[src/rtl/cvxif_addx_pkg.sv]
// Shared encodings and types for the ADDX coprocessor responder.
// The entry type is sized for the widest supported configuration; narrower instances zero-extend.
package cvxif_addx_pkg;

    localparam logic [6:0] OPCODE_CUSTOM0  = 7'b0001011;
    localparam logic [6:0] FUNCT7_ADDX     = 7'b0000000;
    localparam logic [2:0] FUNCT3_ADDX     = 3'b000;
    localparam logic [2:0] FUNCT3_ADDX_SAT = 3'b001;

    localparam int MAX_XLEN     = 64;
    localparam int MAX_ID_WIDTH = 8;

    typedef enum logic [0:0] {
        ADDX,
        ADDX_SAT
    } addx_op_e;

    typedef struct packed {
        logic [MAX_ID_WIDTH-1:0] id;
        logic [4:0]              rd;
        logic [MAX_XLEN-1:0]     data;
        logic                    committed;
        logic                    killed;
    } addx_entry_t;

endpackage

[src/rtl/cvxif_addx_responder_if.sv]
// CV-X-IF issue/commit/result signals for the ADDX port; master is the core, slave the responder.
interface cvxif_addx_responder_if #(
    parameter int XLEN     = 64,
    parameter int ID_WIDTH = 4
);
    logic                issue_valid_i;
    logic                issue_ready_o;
    logic [31:0]         issue_instr_i;
    logic [ID_WIDTH-1:0] issue_id_i;
    logic [XLEN-1:0]     issue_rs1_i;
    logic [XLEN-1:0]     issue_rs2_i;
    logic [1:0]          issue_rs_valid_i;
    logic                issue_accept_o;
    logic                issue_writeback_o;
    logic                commit_valid_i;
    logic [ID_WIDTH-1:0] commit_id_i;
    logic                commit_kill_i;
    logic                result_valid_o;
    logic                result_ready_i;
    logic [ID_WIDTH-1:0] result_id_o;
    logic [XLEN-1:0]     result_data_o;
    logic [4:0]          result_rd_o;
    logic                result_we_o;

    modport master (
        output issue_valid_i, issue_instr_i, issue_id_i, issue_rs1_i, issue_rs2_i,
               issue_rs_valid_i, commit_valid_i, commit_id_i, commit_kill_i, result_ready_i,
        input  issue_ready_o, issue_accept_o, issue_writeback_o, result_valid_o,
               result_id_o, result_data_o, result_rd_o, result_we_o
    );

    modport slave (
        input  issue_valid_i, issue_instr_i, issue_id_i, issue_rs1_i, issue_rs2_i,
               issue_rs_valid_i, commit_valid_i, commit_id_i, commit_kill_i, result_ready_i,
        output issue_ready_o, issue_accept_o, issue_writeback_o, result_valid_o,
               result_id_o, result_data_o, result_rd_o, result_we_o
    );

endinterface

[src/rtl/cvxif_addx_decode.sv]
// Combinational ADDX / ADDX.SAT decoder and adder.
module cvxif_addx_decode
    import cvxif_addx_pkg::*;
#(
    parameter int XLEN = 64
) (
    input  logic [31:0]     instr,
    input  logic [XLEN-1:0] rs1,
    input  logic [XLEN-1:0] rs2,
    output logic            is_addx,
    output logic [4:0]      rd,
    output logic [XLEN-1:0] data
);

    addx_op_e        op;
    logic [XLEN:0]   sum;
    logic            unused_instr_bits;

    // NOTE: every always_comb output gets a default first so no path leaves it unassigned (no latch).
    always_comb begin
        is_addx = 1'b0;
        op      = ADDX;
        if (instr[6:0] == OPCODE_CUSTOM0 && instr[31:25] == FUNCT7_ADDX) begin
            if (instr[14:12] == FUNCT3_ADDX) begin
                is_addx = 1'b1;
                op      = ADDX;
            end else if (instr[14:12] == FUNCT3_ADDX_SAT) begin
                is_addx = 1'b1;
                op      = ADDX_SAT;
            end
        end
    end

    // The extra sum bit is the carry that drives saturation.
    assign sum  = {1'b0, rs1} + {1'b0, rs2};
    assign data = (op == ADDX_SAT && sum[XLEN]) ? '1 : sum[XLEN-1:0];
    assign rd   = instr[11:7];

    // Register-source fields are carried by rs1/rs2 values, not decoded here.
    assign unused_instr_bits = ^instr[24:15];

endmodule

[src/rtl/cvxif_addx_responder.sv]
// Accelerator-side CV-X-IF responder: accepts ADDX, buffers results in issue order until
// commit/kill, and returns committed results over the valid/ready result channel.
module cvxif_addx_responder
    import cvxif_addx_pkg::*;
#(
    parameter int XLEN     = 64,
    parameter int ID_WIDTH = 4,
    parameter int DEPTH    = 4
) (
    input logic                   clk_i,
    input logic                   rst_i,
    cvxif_addx_responder_if.slave bus
);

    localparam int             PTR_W   = $clog2(DEPTH);
    localparam logic [PTR_W:0] PTR_ONE = (PTR_W + 1)'(1);

    addx_entry_t      entries_q [DEPTH];
    logic [DEPTH-1:0] vld_q;
    logic [PTR_W:0]   head_q;
    logic [PTR_W:0]   tail_q;
    logic [PTR_W-1:0] head_idx;
    logic [PTR_W-1:0] tail_idx;

    logic             is_addx;
    logic [4:0]       dec_rd;
    logic [XLEN-1:0]  dec_data;
    logic             full;
    logic             push;
    logic             pop;
    addx_entry_t      head;
    addx_entry_t      new_entry;

    cvxif_addx_decode #(.XLEN(XLEN)) u_decode (
        .instr   (bus.issue_instr_i),
        .rs1     (bus.issue_rs1_i),
        .rs2     (bus.issue_rs2_i),
        .is_addx (is_addx),
        .rd      (dec_rd),
        .data    (dec_data)
    );

    assign head_idx = head_q[PTR_W-1:0];
    assign tail_idx = tail_q[PTR_W-1:0];
    assign full     = (head_q[PTR_W] != tail_q[PTR_W]) && (head_idx == tail_idx);

    // Full blocks ADDX offers even when the head pops this cycle: no ready-through-pop path.
    assign bus.issue_ready_o     = !is_addx || (!full && bus.issue_rs_valid_i == 2'b11);
    assign bus.issue_accept_o    = is_addx && bus.issue_ready_o;
    assign bus.issue_writeback_o = bus.issue_accept_o;
    assign push                  = bus.issue_valid_i && bus.issue_accept_o;

    assign head = entries_q[head_idx];
    assign pop  = vld_q[head_idx] && (head.killed || (head.committed && bus.result_ready_i));

    assign bus.result_valid_o = vld_q[head_idx] && head.committed;
    assign bus.result_we_o    = bus.result_valid_o;
    assign bus.result_id_o    = bus.result_valid_o ? head.id[ID_WIDTH-1:0] : '0;
    assign bus.result_data_o  = bus.result_valid_o ? head.data[XLEN-1:0]   : '0;
    assign bus.result_rd_o    = bus.result_valid_o ? head.rd               : '0;

    always_comb begin
        new_entry      = '0;
        new_entry.id   = MAX_ID_WIDTH'(bus.issue_id_i);
        new_entry.rd   = dec_rd;
        new_entry.data = MAX_XLEN'(dec_data);
        // A commit for the id being issued this cycle lands on the pushed entry.
        if (bus.commit_valid_i && bus.commit_id_i == bus.issue_id_i) begin
            new_entry.committed = !bus.commit_kill_i;
            new_entry.killed    = bus.commit_kill_i;
        end
    end

    // NOTE: sequential state uses non-blocking assignments so every flop samples pre-edge values.
    always_ff @(posedge clk_i or posedge rst_i) begin
        if (rst_i) begin
            head_q <= '0;
            tail_q <= '0;
            vld_q  <= '0;
        end else begin
            if (pop) begin
                vld_q[head_idx] <= 1'b0;
                head_q          <= head_q + PTR_ONE;
            end
            if (push) begin
                vld_q[tail_idx] <= 1'b1;
                tail_q          <= tail_q + PTR_ONE;
            end
        end
    end

    // NOTE: entry storage is not reset; vld_q qualifies every read, so stale contents are never seen.
    always_ff @(posedge clk_i) begin
        for (int i = 0; i < DEPTH; i++) begin
            if (push && tail_idx == PTR_W'(i)) begin
                entries_q[i] <= new_entry;
            end else if (bus.commit_valid_i && vld_q[i] &&
                         !entries_q[i].committed && !entries_q[i].killed &&
                         entries_q[i].id == MAX_ID_WIDTH'(bus.commit_id_i)) begin
                entries_q[i].committed <= !bus.commit_kill_i;
                entries_q[i].killed    <= bus.commit_kill_i;
            end
        end
    end

endmodule

[src/flat_wrapper.sv]
// flat-port wrapper written by rule: the top's interface ports become plain ports
module cvxif_addx_responder_flat import cvxif_addx_pkg::*;
#(
    parameter int XLEN     = 64,
    parameter int ID_WIDTH = 4,
    parameter int DEPTH    = 4
)
  (clk_i, rst_i, bus_issue_valid_i, bus_issue_instr_i, bus_issue_id_i, bus_issue_rs1_i, bus_issue_rs2_i, bus_issue_rs_valid_i, bus_commit_valid_i, bus_commit_id_i, bus_commit_kill_i, bus_result_ready_i, bus_issue_ready_o, bus_issue_accept_o, bus_issue_writeback_o, bus_result_valid_o, bus_result_id_o, bus_result_data_o, bus_result_rd_o, bus_result_we_o);
  cvxif_addx_responder_if #(.XLEN(XLEN), .ID_WIDTH(ID_WIDTH)) bus_i ();
  input logic clk_i;
  input logic rst_i;
  input wire logic [$bits(bus_i.issue_valid_i)-1:0] bus_issue_valid_i;
  input wire logic [$bits(bus_i.issue_instr_i)-1:0] bus_issue_instr_i;
  input wire logic [$bits(bus_i.issue_id_i)-1:0] bus_issue_id_i;
  input wire logic [$bits(bus_i.issue_rs1_i)-1:0] bus_issue_rs1_i;
  input wire logic [$bits(bus_i.issue_rs2_i)-1:0] bus_issue_rs2_i;
  input wire logic [$bits(bus_i.issue_rs_valid_i)-1:0] bus_issue_rs_valid_i;
  input wire logic [$bits(bus_i.commit_valid_i)-1:0] bus_commit_valid_i;
  input wire logic [$bits(bus_i.commit_id_i)-1:0] bus_commit_id_i;
  input wire logic [$bits(bus_i.commit_kill_i)-1:0] bus_commit_kill_i;
  input wire logic [$bits(bus_i.result_ready_i)-1:0] bus_result_ready_i;
  output wire logic [$bits(bus_i.issue_ready_o)-1:0] bus_issue_ready_o;
  output wire logic [$bits(bus_i.issue_accept_o)-1:0] bus_issue_accept_o;
  output wire logic [$bits(bus_i.issue_writeback_o)-1:0] bus_issue_writeback_o;
  output wire logic [$bits(bus_i.result_valid_o)-1:0] bus_result_valid_o;
  output wire logic [$bits(bus_i.result_id_o)-1:0] bus_result_id_o;
  output wire logic [$bits(bus_i.result_data_o)-1:0] bus_result_data_o;
  output wire logic [$bits(bus_i.result_rd_o)-1:0] bus_result_rd_o;
  output wire logic [$bits(bus_i.result_we_o)-1:0] bus_result_we_o;
  assign bus_i.issue_valid_i = bus_issue_valid_i;
  assign bus_i.issue_instr_i = bus_issue_instr_i;
  assign bus_i.issue_id_i = bus_issue_id_i;
  assign bus_i.issue_rs1_i = bus_issue_rs1_i;
  assign bus_i.issue_rs2_i = bus_issue_rs2_i;
  assign bus_i.issue_rs_valid_i = bus_issue_rs_valid_i;
  assign bus_i.commit_valid_i = bus_commit_valid_i;
  assign bus_i.commit_id_i = bus_commit_id_i;
  assign bus_i.commit_kill_i = bus_commit_kill_i;
  assign bus_i.result_ready_i = bus_result_ready_i;
  assign bus_issue_ready_o = bus_i.issue_ready_o;
  assign bus_issue_accept_o = bus_i.issue_accept_o;
  assign bus_issue_writeback_o = bus_i.issue_writeback_o;
  assign bus_result_valid_o = bus_i.result_valid_o;
  assign bus_result_id_o = bus_i.result_id_o;
  assign bus_result_data_o = bus_i.result_data_o;
  assign bus_result_rd_o = bus_i.result_rd_o;
  assign bus_result_we_o = bus_i.result_we_o;
  cvxif_addx_responder #(.XLEN(XLEN), .ID_WIDTH(ID_WIDTH), .DEPTH(DEPTH)) u_core (.clk_i(clk_i), .rst_i(rst_i), .bus(bus_i));
endmodule
[config.mk]
export PLATFORM = sky130hd
export DESIGN_NAME = cvxif_addx_responder_flat
export DESIGN_NICKNAME = d
export VERILOG_FILES = /design/src/rtl/cvxif_addx_pkg.sv /design/src/rtl/cvxif_addx_responder_if.sv /design/src/rtl/cvxif_addx_decode.sv /design/src/rtl/cvxif_addx_responder.sv /design/src/flat_wrapper.sv
export SDC_FILE = /design/constraint.sdc
export NUM_CORES = 1
export LEC_CHECK = 0
export ABC_CLOCK_PERIOD_IN_PS = 5000
export BUFFER_PORTS_ARGS = -buffer_cell sky130_fd_sc_hd__buf_2
export CORE_ASPECT_RATIO = 0.5
export CORE_MARGIN = 3
export CORE_UTILIZATION = 49
export CTS_CLUSTER_SIZE = 10
export DETAILED_ROUTE_END_ITERATION = 12
export GPL_ROUTABILITY_DRIVEN = 0
export HOLD_SLACK_MARGIN = 0.06
export PLACE_DENSITY = 0.81
export RECOVER_POWER = 100
export REMOVE_ABC_BUFFERS = 1
export SYNTH_ARGS = -nofsm -noshare
export SYNTH_HDL_FRONTEND = slang
export SYNTH_HIERARCHICAL = 1
export SYNTH_SLANG_ARGS = --single-unit
[constraint.sdc]
create_clock -name clk_i -period 5 [get_ports clk_i]
set_clock_uncertainty 0.2 [all_clocks]
set_input_delay 0.25 -clock clk_i [delete_from_list [all_inputs] [get_ports clk_i]]
set_output_delay 0.25 -clock clk_i [all_outputs]
set_load 0.02 [all_outputs]
==> results of run 1 <==
## what timing repair did
action                                 4_1_cts  5_1_grt
endpoints found under the hold margin       61        0
hold buffers                                16        0
resized for setup                            0        0
## synth_stat cells, drive strengths merged, types with 4 or more instances
| master | n | area (µm²) |
|---|---|---|
| edfxtp | 300 | 9010 |
| nand2 | 135 | 507 |
| a21oi | 82 | 414 |
| and3 | 77 | 482 |
| mux4 | 76 | 1710 |
| ha | 72 | 901 |
| o21ai | 51 | 263 |
| clkbuf | 50 | 188 |
| nor2 | 47 | 176 |
| xnor2 | 42 | 368 |
| xor2 | 39 | 342 |
| a21o | 37 | 279 |
| buf | 29 | 178 |
| nand4 | 28 | 175 |
| inv | 25 | 93.8 |
| a31oi | 14 | 115 |
| nor4 | 13 | 81.3 |
| nor3 | 11 | 55.1 |
| o21bai | 11 | 82.6 |
| dfrtp | 10 | 250 |
| nand2b | 8 | 50.1 |
| o21a | 8 | 60.1 |
| a211oi | 7 | 57.6 |
| nor2b | 7 | 43.8 |
| o211ai | 7 | 57.6 |
| or2 | 6 | 37.5 |
| a211o | 4 | 35.0 |
| a21boi | 4 | 30.0 |
| and2 | 4 | 27.5 |
| nor4bb | 4 | 40.0 |
## worst max-delay path by stage
| stage | start | to |
|---|---|---|
| 3_3_place_gp | bus_issue_rs1_i[0] | u_core/entries_q[0][64] |
| 5_1_grt | u_core/head_q[0] | bus_result_data_o[19] |
| 6_report | bus_issue_rs2_i[0] | u_core/entries_q[0][35] |
| 4_1_cts | bus_issue_rs2_i[0] | u_core/entries_q[2][64] |
| 2_1_floorplan | u_core/head_q[0] | u_core/entries_q[2][0] |
| 3_5_place_dp | bus_issue_rs1_i[0] | u_core/entries_q[3][64] |
## report_power, final
part,total (mW),internal [mW],switching (mW)
Combinational,0.817,0.293,0.524
Sequential,2.96,2.96,0.000197
Clock,2.31,1.34,0.964
## flip-flops by register name, summed over array words and instances (netlist names)
name and count:
u_core/entries_q 300, u_core/head_q 3, u_core/tail_q 3, u_core/vld_q 4
## cell type report
class,instances,area (µm²),share of cell area
flip-flops and latches,310,9270,0.485
multi-input cells,834,6760,0.354
repair buffers,276,1410,0.0741
clock buffers,45,956,0.0501
well taps,432,541,0.0283
inverters,25,97.6,0.00511
clock inverters,4,50.0,0.00262
diodes,3,7.51,0.000393
## logic make-up after synthesis
| logic type | share of synthesized area |
|---|---|
| AOI/OAI and AO/OA | 0.0982 |
| xor gates and xnor gates | 0.0430 |
| adders and majority gates | 0.0558 |
| buffers and inverters | 0.0278 |
| DFF | 0.561 |
| muxes | 0.106 |
| and+or+nand+nor | 0.108 |
## layer usage
| metal | track usage | vias up |
|---|---|---|
| met1 | 0.298 | 5886 |
| met2 | 0.414 | 669 |
| met3 | 0.0430 | 156 |
| met5 | 0 | - |
| met4 | 0.117 | 0 |
| li1 | - | 5273 |
## worst min-delay path, delay by kind of cell
family / cells / cell delay, ns
buffers and inverters: 3 / 0.97
==> metrics.txt, run 1 <==
Crit Path Category in -> reg; pin slew with the least headroom to its limit 1.80 ns; Post-Syn Area per Cell 13.2 µm²; Setup Buffers After CTS 0; Placed Cells 1861; core region area 32400 µm²; non-filler instance count after layout 1929; gate family responsible for the most delay along the worst path compound AO/OA/AOI/OAI gates; crit-path max cell delay 0.54 ns; worst hold path type in -> async; final hold vios 0; critical path launch point type input port; VDD IR max 0.220 mV; largest driver fanout on the critical path 19; Most used DFF post-synth edfxtp_1; crit path DAT 4.45 ns; synth-to-layout area growth 15.7%; required time at the endpoint of the critical path 5.03 ns; Die H 136 µm; post-synthesis instance area 16500 µm²; Final Routed Wirelength 44200 µm; met2 WL post-DR 21900 µm; CTS tree yes; destination of the worst register-to-register timing path u_core/entries_q[3][53]; instance count of the mapped netlist 1248; Top-Level Pins 254; maximum level of the CTS H-tree 2; R2R Setup Slk 0.90 ns; critical path depth 14; max-slew violation count 31; most common cell after layout, fill and taps aside edfxtp_1; Vias 12000; FF+latch count, synth 310; mean number of vias per cell 6.21; count of distinct cell types in the synthesized netlist 70; count of input and output buffers 243; setup repair after global routing missed its margin no; wire length the detailed router placed on met1 17000 µm; via count of the first global-routing pass 12500; worst slack after detailed placement 0.914 ns; post-layout util 0.589; CP Capture Type flop; number of enable flip-flop cells after synthesis 300; initial antenna violation count 3; Max Root-Sink Buffers 3; combined buffer and inverter count along the critical path 4; post-route design area 19100 µm²; Inserted Clock Buffers 37; fraction of final layout cells sized beyond drive strength 1 0.227; Hold Slack 0.0838 ns; CTS clk-pin slew, worst paths 0.06 ns; FMAX 226 MHz; portion of the clock cycle consumed by the worst path in the final layout 0.884; Total Nets Final 1733; most frequent cell on the critical path a31oi_1; wire length of the first global-routing pass 67700 µm; detail-routed net length per standard cell 22.9 µm; maximum number of pins on one net before global-route repair 62; highest-count cells in the layout ignoring fill and taps edfxtp_1, buf_2, nand2_1; share of synthesized flip-flops with an asynchronous set or reset 0.0323; horizontal extent of the die 265 µm; warnings from Yosys 6; CP cell instances dlygate4sd3_1 -> buf_2 -> ha_1 -> fa_1 -> a211oi_1 -> o21bai_1 -> o21ai_0 -> a31oi_1 -> a221oi_1 -> clkbuf_1 -> nor2_1 -> a31oi_1 -> buf_4 -> nand2_1; worst path setup slack after routing 0.581 ns; aggregate global routing overflow 0; topmost layer with routed signal wires met4; starting density of the core 0.509; Detailed Place HPWL 30100 µm; depth of the worst register-to-register path 5; area of the die 36000 µm²; Clock Sink Count 310; cell area power density 319 nW/µm²; count of TritonRoute iterations in the first routing pass 6; routed wire length on met3 3380 µm; final setup violation count 0; leakage dissipation 7.33 nW; floorplan row count 46; latest clock arrival within the worst-skew pair 0.52 ns; sum of negative setup slack 0 ns; global-route usage over all layers 0.241; result of the run finished, violations left; DRT iter0 DRCs 1272; violations in the final reports max-capacitance violations, max-slew violations; number of nets still failing antenna checks after routing 0; minimum period implied by the final worst setup slack 4.42 ns; post-synthesis sequential area ratio 0.561; detailed-route DRC error count 0; number of max-capacitance violations reported 1; overall power after layout 6.09 mW; number of fill cells 2474; worst rel slew slack -0.201; startpoint of the lowest-slack register-to-register path u_core/head_q[0]; DP Area 18000 µm²; cell with the largest stage delay on the worst path dlygate4sd3_1; clk root buf clkbuf_16
(Power assumes the default switching activity.)
==> run 2: changes to the inputs <==
==> constraint.sdc (replaced) <==
create_clock -name clk_i -period 5 [get_ports clk_i]
set_clock_uncertainty 0.2 [all_clocks]
set_input_delay 0.25 -clock clk_i [delete_from_list [all_inputs] [get_ports clk_i]]
set_output_delay 0.25 -clock clk_i [all_outputs]
set_load 0.1 [all_outputs]
==> run 2 against run 1 <==
Effect of this change: the flow now finishes without violations; sequential share of layout area about the same; die area unchanged; worst setup slack worse by 0.12 ns; power up 0.49%; hold slack better by 0.0083 ns; clock-buffer cell count up 2; register-to-register slack worse by 0.18 ns; critical endpoint is now u_core/entries_q[3][64].
==> metrics.txt, run 2 (synthesized netlist as in run 1, its figures left out) <==
Total Nets Final 1731 (-0.12%); number of flip-flops under the largest register name 300 (unchanged); cell with the largest stage delay on the worst path dlygate4sd3_1; clk root buf clkbuf_16; Die H 136 µm (unchanged); aggregate global routing overflow 0 (unchanged); mean number of vias per cell 6.19 (-0.40%); portion of the clock cycle consumed by the worst path in the final layout 0.908 (+0.0243); CTS tree yes; detailed-route DRC error count 0 (unchanged); register with the most flip-flops u_core/entries_q; wire length the detailed router placed on met1 16700 µm (-1.6%); cell area power density 321 nW/µm² (+0.57%); VDD IR max 0.208 mV (-5.3%); Top-Level Pins 254 (unchanged); max-slew violation count 0 (-100%); Max Root-Sink Buffers 3 (unchanged); latest clock arrival within the worst-skew pair 0.51 ns (about the same); setup repair after global routing missed its margin no; switching power total 1.47 mW (-1.6%); largest driver fanout on the critical path 5 (-14); sequential share of power 0.484 (-0.003); DRT iter0 DRCs 1363 (+7.2%); starting density of the core 0.509 (unchanged); biggest registers after layout u_core/entries_q (300), u_core/vld_q (4); share of power burned in the clock network 0.384 (+0.005); sum of negative setup slack 0 ns (unchanged); CTS clk-pin slew, worst paths 0.06 ns (about the same); CP cell instances dlygate4sd3_1 -> buf_2 -> ha_1 -> fa_1 -> a211oi_1 -> o21bai_1 -> o21ai_0 -> nand3b_1 -> a31oi_1 -> o41ai_1 -> a31o_2 -> a311oi_1 -> xor2_1 -> nand2_1; CP Capture Type flop; crit path DAT 4.55 ns (+0.10 ns); worst hold path type in -> async; required time at the endpoint of the critical path 5.01 ns (-0.02 ns); final setup violation count 0 (unchanged); switching power share of the total 0.240 (-0.00501); Int Power 4.65 mW (+1.2%); core region area 32400 µm² (unchanged); Final Routed Wirelength 43500 µm (-1.6%); Inserted Clock Buffers 37 (unchanged); Hold Slack 0.0921 ns (+0.00830 ns); Placed Cells 1859 (-0.11%); result of the run complete, no violations; floorplan row count 46 (unchanged); wire length of the first global-routing pass 66400 µm (-2.0%); topmost layer with routed signal wires met5; non-filler instance count after layout 1926 (-0.16%); highest-count cells in the layout ignoring fill and taps edfxtp_1, buf_2, nand2_1; minimum period implied by the final worst setup slack 4.54 ns (+0.122 ns); via count of the first global-routing pass 12200 (-2.4%); pin slew with the least headroom to its limit 1.27 ns (-0.529 ns); critical path launch point type input port; destination of the worst register-to-register timing path u_core/entries_q[3][42]; DP Area 18000 µm² (about the same); initial antenna violation count 3 (unchanged); R2R Setup Slk 0.72 ns (-0.18 ns); maximum level of the CTS H-tree 2 (unchanged); worst rel slew slack 0.155 (+0.356); count of input and output buffers 243 (unchanged); final hold vios 0 (unchanged); Vias 11900 (-0.56%); maximum number of pins on one net before global-route repair 70 (+13%); Crit Path Category in -> reg; number of nets still failing antenna checks after routing 0 (unchanged); Resized Gates After CTS 0 (unchanged); most common cell after layout, fill and taps aside edfxtp_1; fraction of final layout cells sized beyond drive strength 1 0.209 (-0.0179); count of TritonRoute iterations in the first routing pass 5 (-1); Detailed Place HPWL 29600 µm (-1.9%); post-route design area 19100 µm² (about the same); depth of the worst register-to-register path 6 (+1); number of max-capacitance violations reported 0 (-1); startpoint of the lowest-slack register-to-register path u_core/head_q[0]; global-route usage over all layers 0.235 (-0.00514); routed wire length on met3 3100 µm (-8.4%); area of the die 36000 µm² (unchanged); crit-path max cell delay 0.54 ns (about the same); combinational share of power 0.132 (-0.002); synth-to-layout area growth 15.6% (about the same); met2 WL post-DR 21900 µm (-0.16%); leakage dissipation 7.21 nW (-1.6%); FMAX 220 MHz (-2.7%); horizontal extent of the die 265 µm (unchanged); detail-routed net length per standard cell 22.6 µm (-1.4%); Clock Sink Count 310 (unchanged)
-- run 2: cell count changes in the layout (fill, tap and decap cells not counted), sizes merged --
cell and delta:
buf -36, clkbuf +36, diode -2, inv -1
-- run 2: per-layer routing --
| layer | track usage | up-vias |
|---|---|---|
| met5 | 0 | - |
| met4 | 0.0981 | 4 |
| met3 | 0.0372 | 140 |
| met2 | 0.413 | 617 |
| met1 | 0.295 | 5878 |
| li1 | - | 5278 |
-- run 2: layout make-up --
cell class,instances,area (µm²)
inverter,25,97.6
fill,2437,13300
clock buffer,47,1010
clock inverter,3,21.3
multi-input combinational,834,6760
sequential,310,9260
timing repair buffer,274,1380
antenna,1,2.50
tap,432,541
-- run 2: worst max path at each step --
stage	start	to	cells after the start
final	bus_issue_rs2_i[0]	u_core/entries_q[3][64]	14
after global placement	bus_issue_rs1_i[0]	u_core/entries_q[0][64]	13
after detailed placement	bus_issue_rs1_i[0]	u_core/entries_q[1][60]	13
after CTS	bus_issue_rs2_i[0]	u_core/entries_q[0][64]	14
after floorplan	u_core/head_q[0]	u_core/entries_q[2][0]	5
after global routing	bus_issue_rs2_i[0]	u_core/entries_q[0][60]	14
-- run 2: power by group through the flow --
| stage | clock network [mW] | logic [mW] | registers, mW |
|---|---|---|---|
| after floorplan | 0 | 0.514 | 3.02 |
| after global placement | 0 | 0.733 | 3.01 |
| after detailed placement | 0 | 0.769 | 3.01 |
| after CTS | 2.38 | 0.787 | 2.96 |
| after global routing | 2.47 | 0.876 | 2.96 |
| final | 2.35 | 0.806 | 2.96 |
-- run 2: stage by stage --
stage                     setup slack (ns)  utilization  power (mW)
after global routing                 0.213        0.589        6.30
after detailed placement             0.773        0.557        3.78
after floorplan                      -2.29            -        3.53
final                                0.460        0.589        6.12
after CTS                            0.732        0.593        6.13
after global placement               0.983        0.557        3.75
-- run 2: timing repair --
item	CTS	global route
buffers inserted	0	0
hold buffers	16	0
hold endpoints to repair	60	0
endpoints found under the setup margin	0	0
-- run 2: worst max-delay path: cells and delay by family --
kind / cells / cell delay, ns
AOI/OAI and AO/OA: 7 / 2.37
xor gates and xnor gates: 1 / 0.23
adders and majority gates: 2 / 0.66
buffers and inverters: 2 / 0.66
and+or+nand+nor: 2 / 0.36
==> run 3: changes to the inputs <==
--- a/config.mk
+++ b/config.mk
@@ -9,12 +9,11 @@
 export BUFFER_PORTS_ARGS = -buffer_cell sky130_fd_sc_hd__buf_2
 export CORE_ASPECT_RATIO = 0.5
 export CORE_MARGIN = 3
-export CORE_UTILIZATION = 49
-export CTS_CLUSTER_SIZE = 10
+export CORE_UTILIZATION = 47
 export DETAILED_ROUTE_END_ITERATION = 12
 export GPL_ROUTABILITY_DRIVEN = 0
 export HOLD_SLACK_MARGIN = 0.06
-export PLACE_DENSITY = 0.81
+export PLACE_DENSITY = 0.79
 export RECOVER_POWER = 100
 export REMOVE_ABC_BUFFERS = 1
 export SYNTH_ARGS = -nofsm -noshare
==> run 3 against run 2 <==
Effect of this change: the flow now finishes with violations (max-capacitance violations, max-slew violations); power decreased by 5.1%; flip-flop and latch count unchanged; routed wire length down 3.9%; core utilization down 2.7 points; global-route usage decreased by 1.9 points; die area increased by 4.1%; fmax is 0.48% higher; cell count is 2.0% higher; register-to-register slack got worse by 0.07 ns; critical endpoint is now u_core/entries_q[1][64].
==> metrics.txt, run 3 (synthesized netlist as in run 1, its figures left out) <==
result of the run finished, violations left; violations in the final reports max-capacitance violations, max-slew violations; horizontal extent of the die 271 µm (+2.1%); post-layout util 0.562 (-0.0265); largest driver fanout on the critical path 5 (unchanged); setup repair after global routing missed its margin no; Placed Cells 1894 (+1.9%); CP Capture Type flop; cell area power density 306 nW/µm² (-4.7%); Detailed Place HPWL 28600 µm (-3.2%); portion of the clock cycle consumed by the worst path in the final layout 0.904 (-0.00431); maximum level of the CTS H-tree 1 (-1); synth-to-layout area growth 15.2%; worst path setup slack after routing 0.481 ns (+0.0216 ns); detailed-route DRC error count 0 (unchanged); pin slew with the least headroom to its limit 1.85 ns (+0.580 ns); Final Routed Wirelength 41800 µm (-3.9%); CTS clk-pin slew, worst paths 0.06 ns (about the same); storage element area 9260 µm² (unchanged); leakage dissipation 7.14 nW (-0.96%); count of input and output buffers 243 (unchanged); DRT iter0 DRCs 1075 (-21%); maximum number of pins on one net before global-route repair 62 (-11%); Hold Slack 0.113 ns (+0.0210 ns); initial antenna violation count 2 (-1); via count of the first global-routing pass 11400 (-6.2%); clk root buf clkbuf_16; number of flip-flops under the largest register name 300 (unchanged); required time at the endpoint of the critical path 5.07 ns (+0.06 ns); floorplan row count 47 (+2.2%); latest clock arrival within the worst-skew pair 0.53 ns (+0.02 ns); highest-count cells in the layout ignoring fill and taps edfxtp_1, buf_2, nand2_1; Vias 11600 (-2.3%); Clock Sink Count 310 (unchanged); Crit Path Category in -> reg; core region area 33800 µm² (+4.4%); worst slack after detailed placement 0.802 ns (+0.0288 ns); DP Area 18100 µm² (+0.38%); mean number of vias per cell 5.93 (-4.2%); FMAX 221 MHz (+0.48%); Resized Gates After CTS 0 (unchanged); area of the die 37500 µm² (+4.1%); critical path launch point type input port; max-slew violation count 34 (+34); Inserted Clock Buffers 29 (-22%); most common cell after layout, fill and taps aside edfxtp_1; minimum period implied by the final worst setup slack 4.52 ns (-0.0216 ns); non-filler instance count after layout 1965 (+2.0%); count of TritonRoute iterations in the first routing pass 6 (+1); Total Nets Final 1728 (-0.17%); biggest registers after layout u_core/entries_q (300), u_core/vld_q (4); global-route usage over all layers 0.216 (-0.0191); fraction of final layout cells sized beyond drive strength 1 0.203 (-0.00604); area of combinational cells with multiple inputs 6760 µm² (about the same); detail-routed net length per standard cell 21.3 µm (-5.8%); post-route design area 19000 µm² (-0.35%); overall power after layout 5.81 mW (-5.1%); final hold vios 0 (unchanged); wire length of the first global-routing pass 64600 µm (-2.7%); number of fill cells 2751 (+13%); Max Root-Sink Buffers 3 (unchanged); Top-Level Pins 254 (unchanged); CTS tree yes; worst hold path type in -> reg; register with the most flip-flops u_core/entries_q; number of nets still failing antenna checks after routing 0 (unchanged); CTS hold repair buffers 19 (+3); sum of negative setup slack 0 ns (unchanged); VDD IR max 0.181 mV (-13%); number of max-capacitance violations reported 2 (+2); Setup Buffers After CTS 0 (unchanged); Die H 138 µm (+2.0%); crit path DAT 4.59 ns (+0.04 ns); starting density of the core 0.488 (-0.0212); worst rel slew slack -0.235 (-0.390); final setup violation count 0 (unchanged); aggregate global routing overflow 0 (unchanged)
[run 3: cell types whose count changed in the layout (fill, tap and decap cells not counted), sizes merged]
| cell | change |
|---|---|
| diode | +1 |
| buf | +8 |
| dlygate4sd3 | +3 |
| clkinvlp | +2 |
| clkinv | +5 |
| bufinv | +2 |
| clkbuf | -14 |
| inv | -1 |
[run 3: layout make-up]
class | count | share of cell area
Multi-Input combinational cell | 834 | 0.355
Antenna cell | 2 | 0.000263
Inverter | 25 | 0.00514
Clock buffer | 39 | 0.0402
Timing Repair Buffer | 279 | 0.0757
Clock inverter | 11 | 0.00527
Tap cell | 465 | 0.0306
Sequential cell | 310 | 0.487
[run 3: report_power, final]
group | leakage [nW] | switching, mW | internal, mW
logic | 3.90 | 0.512 | 0.294
registers | 2.82 | 0.0000887 | 2.96
clock network | 0.423 | 0.878 | 1.16
total | 7.14 | 1.39 | 4.42
[run 3: routing by layer]
layer	up-vias	track usage	share of wire
li1	5283	-	-
met1	5779	0.290	0.40
met2	505	0.371	0.50
met3	76	0.0239	0.064
met4	0	0.0751	0.034
met5	-	0	0
[run 3: critical path: stages]
cell,delay (ns)
dlygate4sd3_1,0.54
buf_2,0.13
ha_1,0.21
fa_1,0.43
a211oi_1,0.35
o21bai_1,0.18
o21ai_0,0.35
nand3b_1,0.25
a31oi_1,0.53
o41ai_2,0.25
a31o_1,0.35
a311oi_1,0.42
xor2_1,0.22
nand2_1,0.12
[run 3: path summary, 6_finish.rpt]
check | startpoint | end | slack (ns) | cells past startpoint
setup / recovery | bus_issue_rs2_i[0] | u_core/entries_q[1][64] | 0.48 | 14
setup reg to reg | u_core/head_q[1] | u_core/entries_q[2][62] | 0.65 | 4
hold / removal | bus_issue_rs2_i[5] | u_core/entries_q[1][7] | 0.11 | 4
min in group asynchronous | rst_i | u_core/head_q[1] | 0.63 | 4
max in group asynchronous | rst_i | u_core/head_q[0] | 3.65 | 4
hold reg to reg | u_core/head_q[2] | u_core/head_q[2] | 0.30 | 1
